[config.mk]
export PLATFORM = sky130hd
export DESIGN_NAME = fbus_reset_sequencer
export DESIGN_NICKNAME = d
export VERILOG_FILES = /design/src/rtl/fbus_rst_pkg.sv /design/src/rtl/fbus_reset_sync.sv /design/src/rtl/fbus_reset_sequencer.sv
export SDC_FILE = /design/constraint.sdc
export NUM_CORES = 1
export LEC_CHECK = 0
export CAP_MARGIN = 20
export CORE_ASPECT_RATIO = 1.5
export CORE_MARGIN = 10
export CORE_UTILIZATION = 54
export CTS_CLUSTER_SIZE = 8
export DETAILED_ROUTE_END_ITERATION = 7
export PLACE_DENSITY = 0.86
export SYNTH_ARGS = -nofsm -noshare
export SYNTH_HDL_FRONTEND = slang
export SYNTH_HIERARCHICAL = 1
export SYNTH_SLANG_ARGS = --single-unit
[constraint.sdc]
create_clock -name clock -period 1.6 [get_ports clock]
set_input_delay 0.32 -clock clock [delete_from_list [all_inputs] [get_ports clock]]
set_output_delay 0.32 -clock clock [all_outputs]
set_load 0.005 [all_outputs]
[src/rtl/fbus_rst_pkg.sv]
// Shared types and counter-width helpers for the fbus reset sequencer.
// State encoding is visible on state_o, so the enum values are fixed.
package fbus_rst_pkg;

  typedef enum logic [1:0] {
    ASSERT  = 2'd0,
    STRETCH = 2'd1,
    RUN     = 2'd2,
    QUIESCE = 2'd3
  } fbus_state_e;

  localparam int unsigned DEF_STRETCH_CYCLES = 16;
  localparam int unsigned DEF_TIMEOUT_CYCLES = 1024;

  // Bits needed to count 0..n-1; never narrower than one bit.
  function automatic int unsigned cnt_width(input int unsigned n);
    return (n < 2) ? 1 : $clog2(n);
  endfunction

  localparam int unsigned STRETCH_W_DEF = cnt_width(DEF_STRETCH_CYCLES);
  localparam int unsigned TIMEOUT_W_DEF = cnt_width(DEF_TIMEOUT_CYCLES);

endpackage

[src/rtl/fbus_reset_sync.sv]
// Reset bridge: asserts rst_sync low asynchronously, releases it only after
// SYNC_STAGES clean clock edges so deassertion is metastability-safe.
module fbus_reset_sync #(
  parameter int unsigned SYNC_STAGES = 3
) (
  input  logic clock,
  input  logic reset,
  output logic rst_sync
);

  logic [SYNC_STAGES-1:0] sync_q;

  always_ff @(posedge clock or negedge reset) begin
    if (!reset) begin
      sync_q <= '0;
    end else begin
      sync_q <= {sync_q[SYNC_STAGES-2:0], 1'b1};
    end
  end

  assign rst_sync = sync_q[SYNC_STAGES-1];

endmodule

[src/rtl/fbus_reset_sequencer.sv]
// Sequenced, stretched front-bus reset with a software reset path that drains
// the bus via quiesce_req/quiesce_ack (or a timeout) before re-asserting reset.
module fbus_reset_sequencer
  import fbus_rst_pkg::*;
#(
  parameter int unsigned SYNC_STAGES    = 3,
  parameter int unsigned STRETCH_CYCLES = DEF_STRETCH_CYCLES,
  parameter int unsigned TIMEOUT_CYCLES = DEF_TIMEOUT_CYCLES,
  parameter int unsigned CNT_W          = 8
) (
  input  logic             clock,
  input  logic             reset,
  input  logic             sw_reset_req,
  input  logic             quiesce_ack,
  output logic             fbus_reset_n,
  output logic             fbus_ready,
  output logic             quiesce_req,
  output logic             timeout_flag,
  output logic [CNT_W-1:0] sw_reset_count,
  output logic [1:0]       state_o
);

  localparam int unsigned SW = cnt_width(STRETCH_CYCLES);
  localparam int unsigned TW = cnt_width(TIMEOUT_CYCLES);
  localparam logic [SW-1:0]    STRETCH_LAST = SW'(STRETCH_CYCLES - 1);
  localparam logic [TW-1:0]    TMO_LAST     = TW'(TIMEOUT_CYCLES - 1);
  localparam logic [CNT_W-1:0] COUNT_MAX    = '1;

  logic             rst_sync;
  fbus_state_e      state_q, state_d;
  logic [SW-1:0]    stretch_cnt_q, stretch_cnt_d;
  logic [TW-1:0]    tmo_cnt_q, tmo_cnt_d;
  logic             flag_q, flag_d;
  logic [CNT_W-1:0] count_q, count_d;
  logic             req_q;
  logic             rstn_q;
  logic             quiesce_q;
  logic             sw_rise;

  fbus_reset_sync #(
    .SYNC_STAGES (SYNC_STAGES)
  ) u_sync (
    .clock    (clock),
    .reset    (reset),
    .rst_sync (rst_sync)
  );

  // Edge detector runs in every state; rises outside RUN are simply dropped.
  assign sw_rise = sw_reset_req & ~req_q;

  always_comb begin
    state_d       = state_q;
    stretch_cnt_d = stretch_cnt_q;
    tmo_cnt_d     = tmo_cnt_q;
    flag_d        = flag_q;
    count_d       = count_q;
    case (state_q)
      ASSERT: begin
        if (rst_sync) begin
          state_d       = STRETCH;
          stretch_cnt_d = '0;
        end
      end
      STRETCH: begin
        if (stretch_cnt_q == STRETCH_LAST) begin
          state_d = RUN;
        end else begin
          stretch_cnt_d = stretch_cnt_q + SW'(1);
        end
      end
      RUN: begin
        if (sw_rise) begin
          state_d   = QUIESCE;
          tmo_cnt_d = '0;
          flag_d    = 1'b0;
          if (count_q != COUNT_MAX) begin
            count_d = count_q + CNT_W'(1);
          end
        end
      end
      QUIESCE: begin
        // Ack is checked first so a same-cycle ack beats the timeout.
        if (quiesce_ack) begin
          state_d = ASSERT;
        end else if (tmo_cnt_q == TMO_LAST) begin
          state_d = ASSERT;
          flag_d  = 1'b1;
        end else begin
          tmo_cnt_d = tmo_cnt_q + TW'(1);
        end
      end
    endcase
  end

  always_ff @(posedge clock or negedge reset) begin
    if (!reset) begin
      state_q       <= ASSERT;
      stretch_cnt_q <= '0;
      tmo_cnt_q     <= '0;
      flag_q        <= 1'b0;
      count_q       <= '0;
      req_q         <= 1'b0;
      rstn_q        <= 1'b0;
      quiesce_q     <= 1'b0;
    end else begin
      state_q       <= state_d;
      stretch_cnt_q <= stretch_cnt_d;
      tmo_cnt_q     <= tmo_cnt_d;
      flag_q        <= flag_d;
      count_q       <= count_d;
      req_q         <= sw_reset_req;
      // Outputs decode the next state so they switch with the state flop, glitch-free.
      rstn_q        <= (state_d == RUN) || (state_d == QUIESCE);
      quiesce_q     <= (state_d == QUIESCE);
    end
  end

  assign fbus_reset_n   = rstn_q;
  assign fbus_ready     = rstn_q;
  assign quiesce_req    = quiesce_q;
  assign timeout_flag   = flag_q;
  assign sw_reset_count = count_q;
  assign state_o        = state_q;

endmodule

Word level (Yosys, flattened, before mapping)
Cells that the tools add are included.
{"block": "op_classes", "n_addsub": 3, "n_eq_ne": 14, "muxes": 17, "bitwise_logic": 2, "n_reduce_logical": 8}
{"op": "$mux 10", "count": 3}
{"op": "$pmux 10 s2", "count": 1}
{"op": "$add 10x1->10 const B", "count": 1}
{"op": "$eq 10x10->1 const B", "count": 1}
{"op": "$mux 2", "count": 5}
{"op": "$ne 2x2->1 const B", "count": 5}
{"op": "$add 8x1->8 const B", "count": 1}
{"op": "$eq 2x2->1 const B", "count": 4}
{"op": "$mux 4", "count": 2}
{"op": "$ne 8x8->1 const B", "count": 1}
{"op": "$pmux 2 s4", "count": 1}
{"op": "$pmux 4 s2", "count": 1}
{"op": "$reduce_and 4->1", "count": 2}
{"op": "$reduce_and 3->1", "count": 2}
{"op": "$add 4x1->4 const B", "count": 1}
{"op": "$eq 4x4->1 const B", "count": 1}
{"op": "$reduce_bool 2->1", "count": 2}
{"op": "$mux 1", "count": 3}
{"op": "$eq 2x1->1 const B", "count": 1}
{"op": "$logic_not 2->1", "count": 1}
{"op": "$ne 2x1->1 const B", "count": 1}
{"op": "$pmux 1 s2", "count": 1}
{"op": "$and 1x1->1", "count": 1}
{"op": "$logic_or 1x1->1", "count": 1}
{"op": "$not 1->1", "count": 1}
{"block": "word_totals", "ff_bits": 31, "input_bits": 4}

Depth between registers and ports, before layout
{"block": "logic_depth", "ltp_word": 6, "mapped_depth": 5}

Cells and area by module
Netlist, hierarchy kept.
{"mod": "fbus_reset_sequencer", "instances": 1, "cells_each": 121, "area_each_um2": 1358.8}
{"mod": "fbus_reset_sync", "instances": 1, "cells_each": 4, "area_each_um2": 78.8}

Worst setup path before layout
No wires, ideal clock.
{"block": "synth_path", "path_kind": "register to register", "from": "register count_q[0], in the netlist sw_reset_count[0]", "to": "register count_q[1], in the netlist sw_reset_count[1]", "setup_ns": 0.125, "arrival_ns": 1.399, "required_ns": 1.475, "path_slack_ns": 0.077, "path_stages_with_launch": 5, "n_path_buf": 0, "synth_period_minus_slack_ns": 1.523, "path_cell_list": "dfrtp_1 ha_1 and3_1 a31oi_4 mux2_2"}
{"block": "synth_via", "elab_chain_cells": 2}
{"item": "from (decl)", "line": "fbus_reset_sequencer.sv:34", "rtl": "logic [CNT_W-1:0] count_q, count_d;"}
{"item": "from (signal assigned)", "line": "fbus_reset_sequencer.sv:110", "rtl": "count_q <= count_d;"}
{"item": "parallel branches: the longest is 2 deep, another holds $add 8x1->8"}
Several ways; the timed one is not identified.
A chain may end at the register's enable or synchronous reset.

Worst setup path in the final report
{"block": "layout_path", "from": "register state_q[0], in the netlist state_o[0]", "to": "register count_q[1], in the netlist sw_reset_count[1]"}
{"block": "layout_via", "elab_chain_cells": 2}
{"item": "from (decl)", "line": "fbus_reset_sequencer.sv:30", "rtl": "fbus_state_e state_q, state_d;"}
{"item": "from (signal assigned)", "line": "fbus_reset_sequencer.sv:106", "rtl": "state_q <= state_d;"}
{"item": "$eq 2x2->1", "line": "fbus_reset_sequencer.sv:57", "rtl": "case (state_q)"}
{"item": "$reduce_and 3->1 (no source line)"}
No other way between the ends.

==> results.txt <==
Worst-Skew Late Latency - 0.33 ns
Part of the cycle the worst path needs - 97.58%
Pins Over Slew Limit - 0
Post-Route WL - 3.254 mm
Post-layout min period - 1.561 ns
Final Worst Setup Slack - 0.03876 ns
Max Clock Skew - 0.004801 ns
PortBufs - 17
Adder-Cell Fraction of Synth Area - 2.611%
Worst path slowest cell - dfrtp_1
Multiplexer share of the synthesized area - 2.176%
Most common cell after layout, fill and taps aside - dfrtp_1
Final hold vios - 0
Vias in the first global route - 1211
Final #Nets - 175
Fin area - 1892 µm²
Post-Route Setup TNS - 0 ns
Synthesized cell area - 1438 µm²
End of the worst register-to-register path - sw_reset_count[1]
Largest family of logic cells by synthesized area - simple AND/OR/NAND/NOR gates
Die area - 5169 µm²
Die H - 83.19 µm
Max Fclk - 640.5 MHz
RSZ-0062 raised after global routing - false
# fillers - 163
Outcome - completed
Compound-Gate Fraction of Synth Area - 11.75%
Hold Path Class - in -> async
Worst-path fanout max - 5
Area Growth Syn to Fin - 31.59%
Synth warnings - 6
Critical-path cell list - buf_6 -> nand4bb_1 -> buf_6 -> a31oi_4 -> mux2_2
Row cnt - 22
R2r setup slk - 0.04 ns
Ports - 18
Initial antenna violation count - 0
Dpl cell area - 1735 µm²
Crit start category - register
Most frequent cells in the layout - 28 x dfrtp_1, 20 x buf_4, 15 x nand3_1, 8 x nand2_1
Seq/Total Area, Yosys - 52.22%
CP most frequent cell - buf_6
Routed len/inst - 15.87 µm
Vias per inst - 5.585
Post-route ant nets - 0
Global-route usage over all layers - 13.20%
Worst hold slack - 0.3595 ns
Crit end category - register
Antenna cells - 0
Remaining Overflow, GRT - 0
Post-synth top flop - dfrtp_1
Max-cap viol count - 0
Mapped Cells - 125
Syn Area/Cell - 11.50 µm²
Endpoints failing setup - 0
Post-Place Worst Slack - -0.2059 ns
Root Buffer - clkbuf_4
CP required - 1.82 ns
Initial core utilization - 57.39%
Post-route DRC - 0
Post-synth net total - 132
Critical setup path kind - reg -> reg
Synth unique cells - 39
Pwr dens - 1153 nW/µm²
Clock tree sinks - 30
Htree depth - 2
Max IR drop VDD - 0.0007764 V
CTS Buf Count - 5
Largest net degree at the start of global routing - 31
CTS tree - built
EDFF count, synth - 0
First-pass GRT wire length - 5.589 mm
Lkg Pwr - 0.9120 nW
Core Area - 2505 µm²
Clk slew on worst S/H paths - 0.09 ns
Drt first pass iters - 4
Simple-Gate Fraction of Synth Area - 22.80%
Detailed placement HPWL - 2.391 mm
Reg2Reg Launch Point - state_o[0]
WP data arrival - 1.78 ns
Post-synth ARST share - 100.0%
Synth Area in XOR/XNOR - 6.092%
GP Congestion - 0.7830
CP peak stage delay - 0.40 ns
Layout cell share with drive strength beyond 1 - 27.81%
Die width - 62.13 µm
R2R cell count - 5
Clock buffer depth - 2
Starting DRT DRC Count - 49
Via Count - 1145
Seq cells post-synth - 30
through the flow:
step	cells	util (%)	power, mW
finish	205	75.52	2.181
global route	205	75.52	2.320
CTS	204	74.18	2.180
detailed placement	189	69.28	1.585
global placement	189	69.28	1.528
floorplan	125	-	1.300
routing by layer:
| metal | vias to the layer above | GRT usage (%) | wire length (µm) |
|---|---|---|---|
| met5 | - | 0 | 0 |
| met2 | 35 | 23.79 | 1780 |
| met3 | 8 | 5.780 | 196 |
| met4 | 0 | 5.405 | 65 |
| li1 | 537 | - | - |
| met1 | 565 | 12.53 | 1211 |
synthesized netlist by cell type (all sizes together) (3+ instances only):
library cell / number / area [µm²]
xnor2: 6 / 52.55
and3: 4 / 26.28
buf: 3 / 22.52
nand2: 9 / 33.78
o21ai: 4 / 20.02
ha: 3 / 37.54
xor2: 4 / 35.03
nand3: 16 / 80.08
dfrtp: 30 / 750.7
nand4: 5 / 52.55
nor2: 7 / 26.28
o31ai: 4 / 43.79
cells by family after synthesis:
family          Yosys count
fa+ha+maj                 3
compound gates           18
simple gates             55
xor+xnor                 10
flops                    30
buf+inv                   5
mux                       3
other cells               1
worst max-delay path: cells and delay by family, from the launching register on:
family	cells	cell delay, ns
and+or+nand+nor	1	0.20
buffers and inverters	2	0.29
DFF	1	0.40
AOI/OAI and AO/OA	1	0.20
muxes	1	0.36
power breakdown:
group,leakage [nW],switching [mW],internal (mW)
clock,0.0450,0.266,0.323
sequential,0.392,0.112,0.880
combinational,0.475,0.299,0.301
total,0.912,0.677,1.50
final cells by class:
cell class,count,area (µm²),share of cell area (%)
Multi-Input combinational cell,90,669.4,35.38
Clock buffer,5,37.54,1.984
Tap cell,36,45.04,2.381
Clock inverter,3,40.04,2.116
Inverter,2,7.507,0.3968
Timing Repair Buffer,39,339.1,17.92
Sequential cell,30,753.2,39.81
what timing repair did:
item | in CTS | in global routing
hold buffers | 0 | 0
resized for setup | 10 | 10
buffers inserted | 7 | 1
pin swaps | 0 | 5
endpoints found under the setup margin | 12 | 9
sequential cells by signal, summed over array words and instances (netlist names):
name	count
fbus_ready	1
quiesce_req	1
req_q	1
state_o	1
stretch_cnt_q	4
sw_reset_count	8
timeout_flag	1
tmo_cnt_q	10
u_sync/sync_q	3
worst max-delay path by stage:
stage,depth (start not counted),end,start,slack (ns)
3_5_place_dp,5,tmo_cnt_q[9],quiesce_ack,-0.21
3_3_place_gp,5,sw_reset_count[1],sw_reset_req,-0.17
6_report,5,sw_reset_count[1],state_o[0],0.04
4_1_cts,5,sw_reset_count[5],sw_reset_count[1],0.01
2_1_floorplan,4,sw_reset_count[1],sw_reset_count[0],0.08
5_1_grt,5,sw_reset_count[3],sw_reset_count[1],0.0009
(Power assumes the default switching activity.)
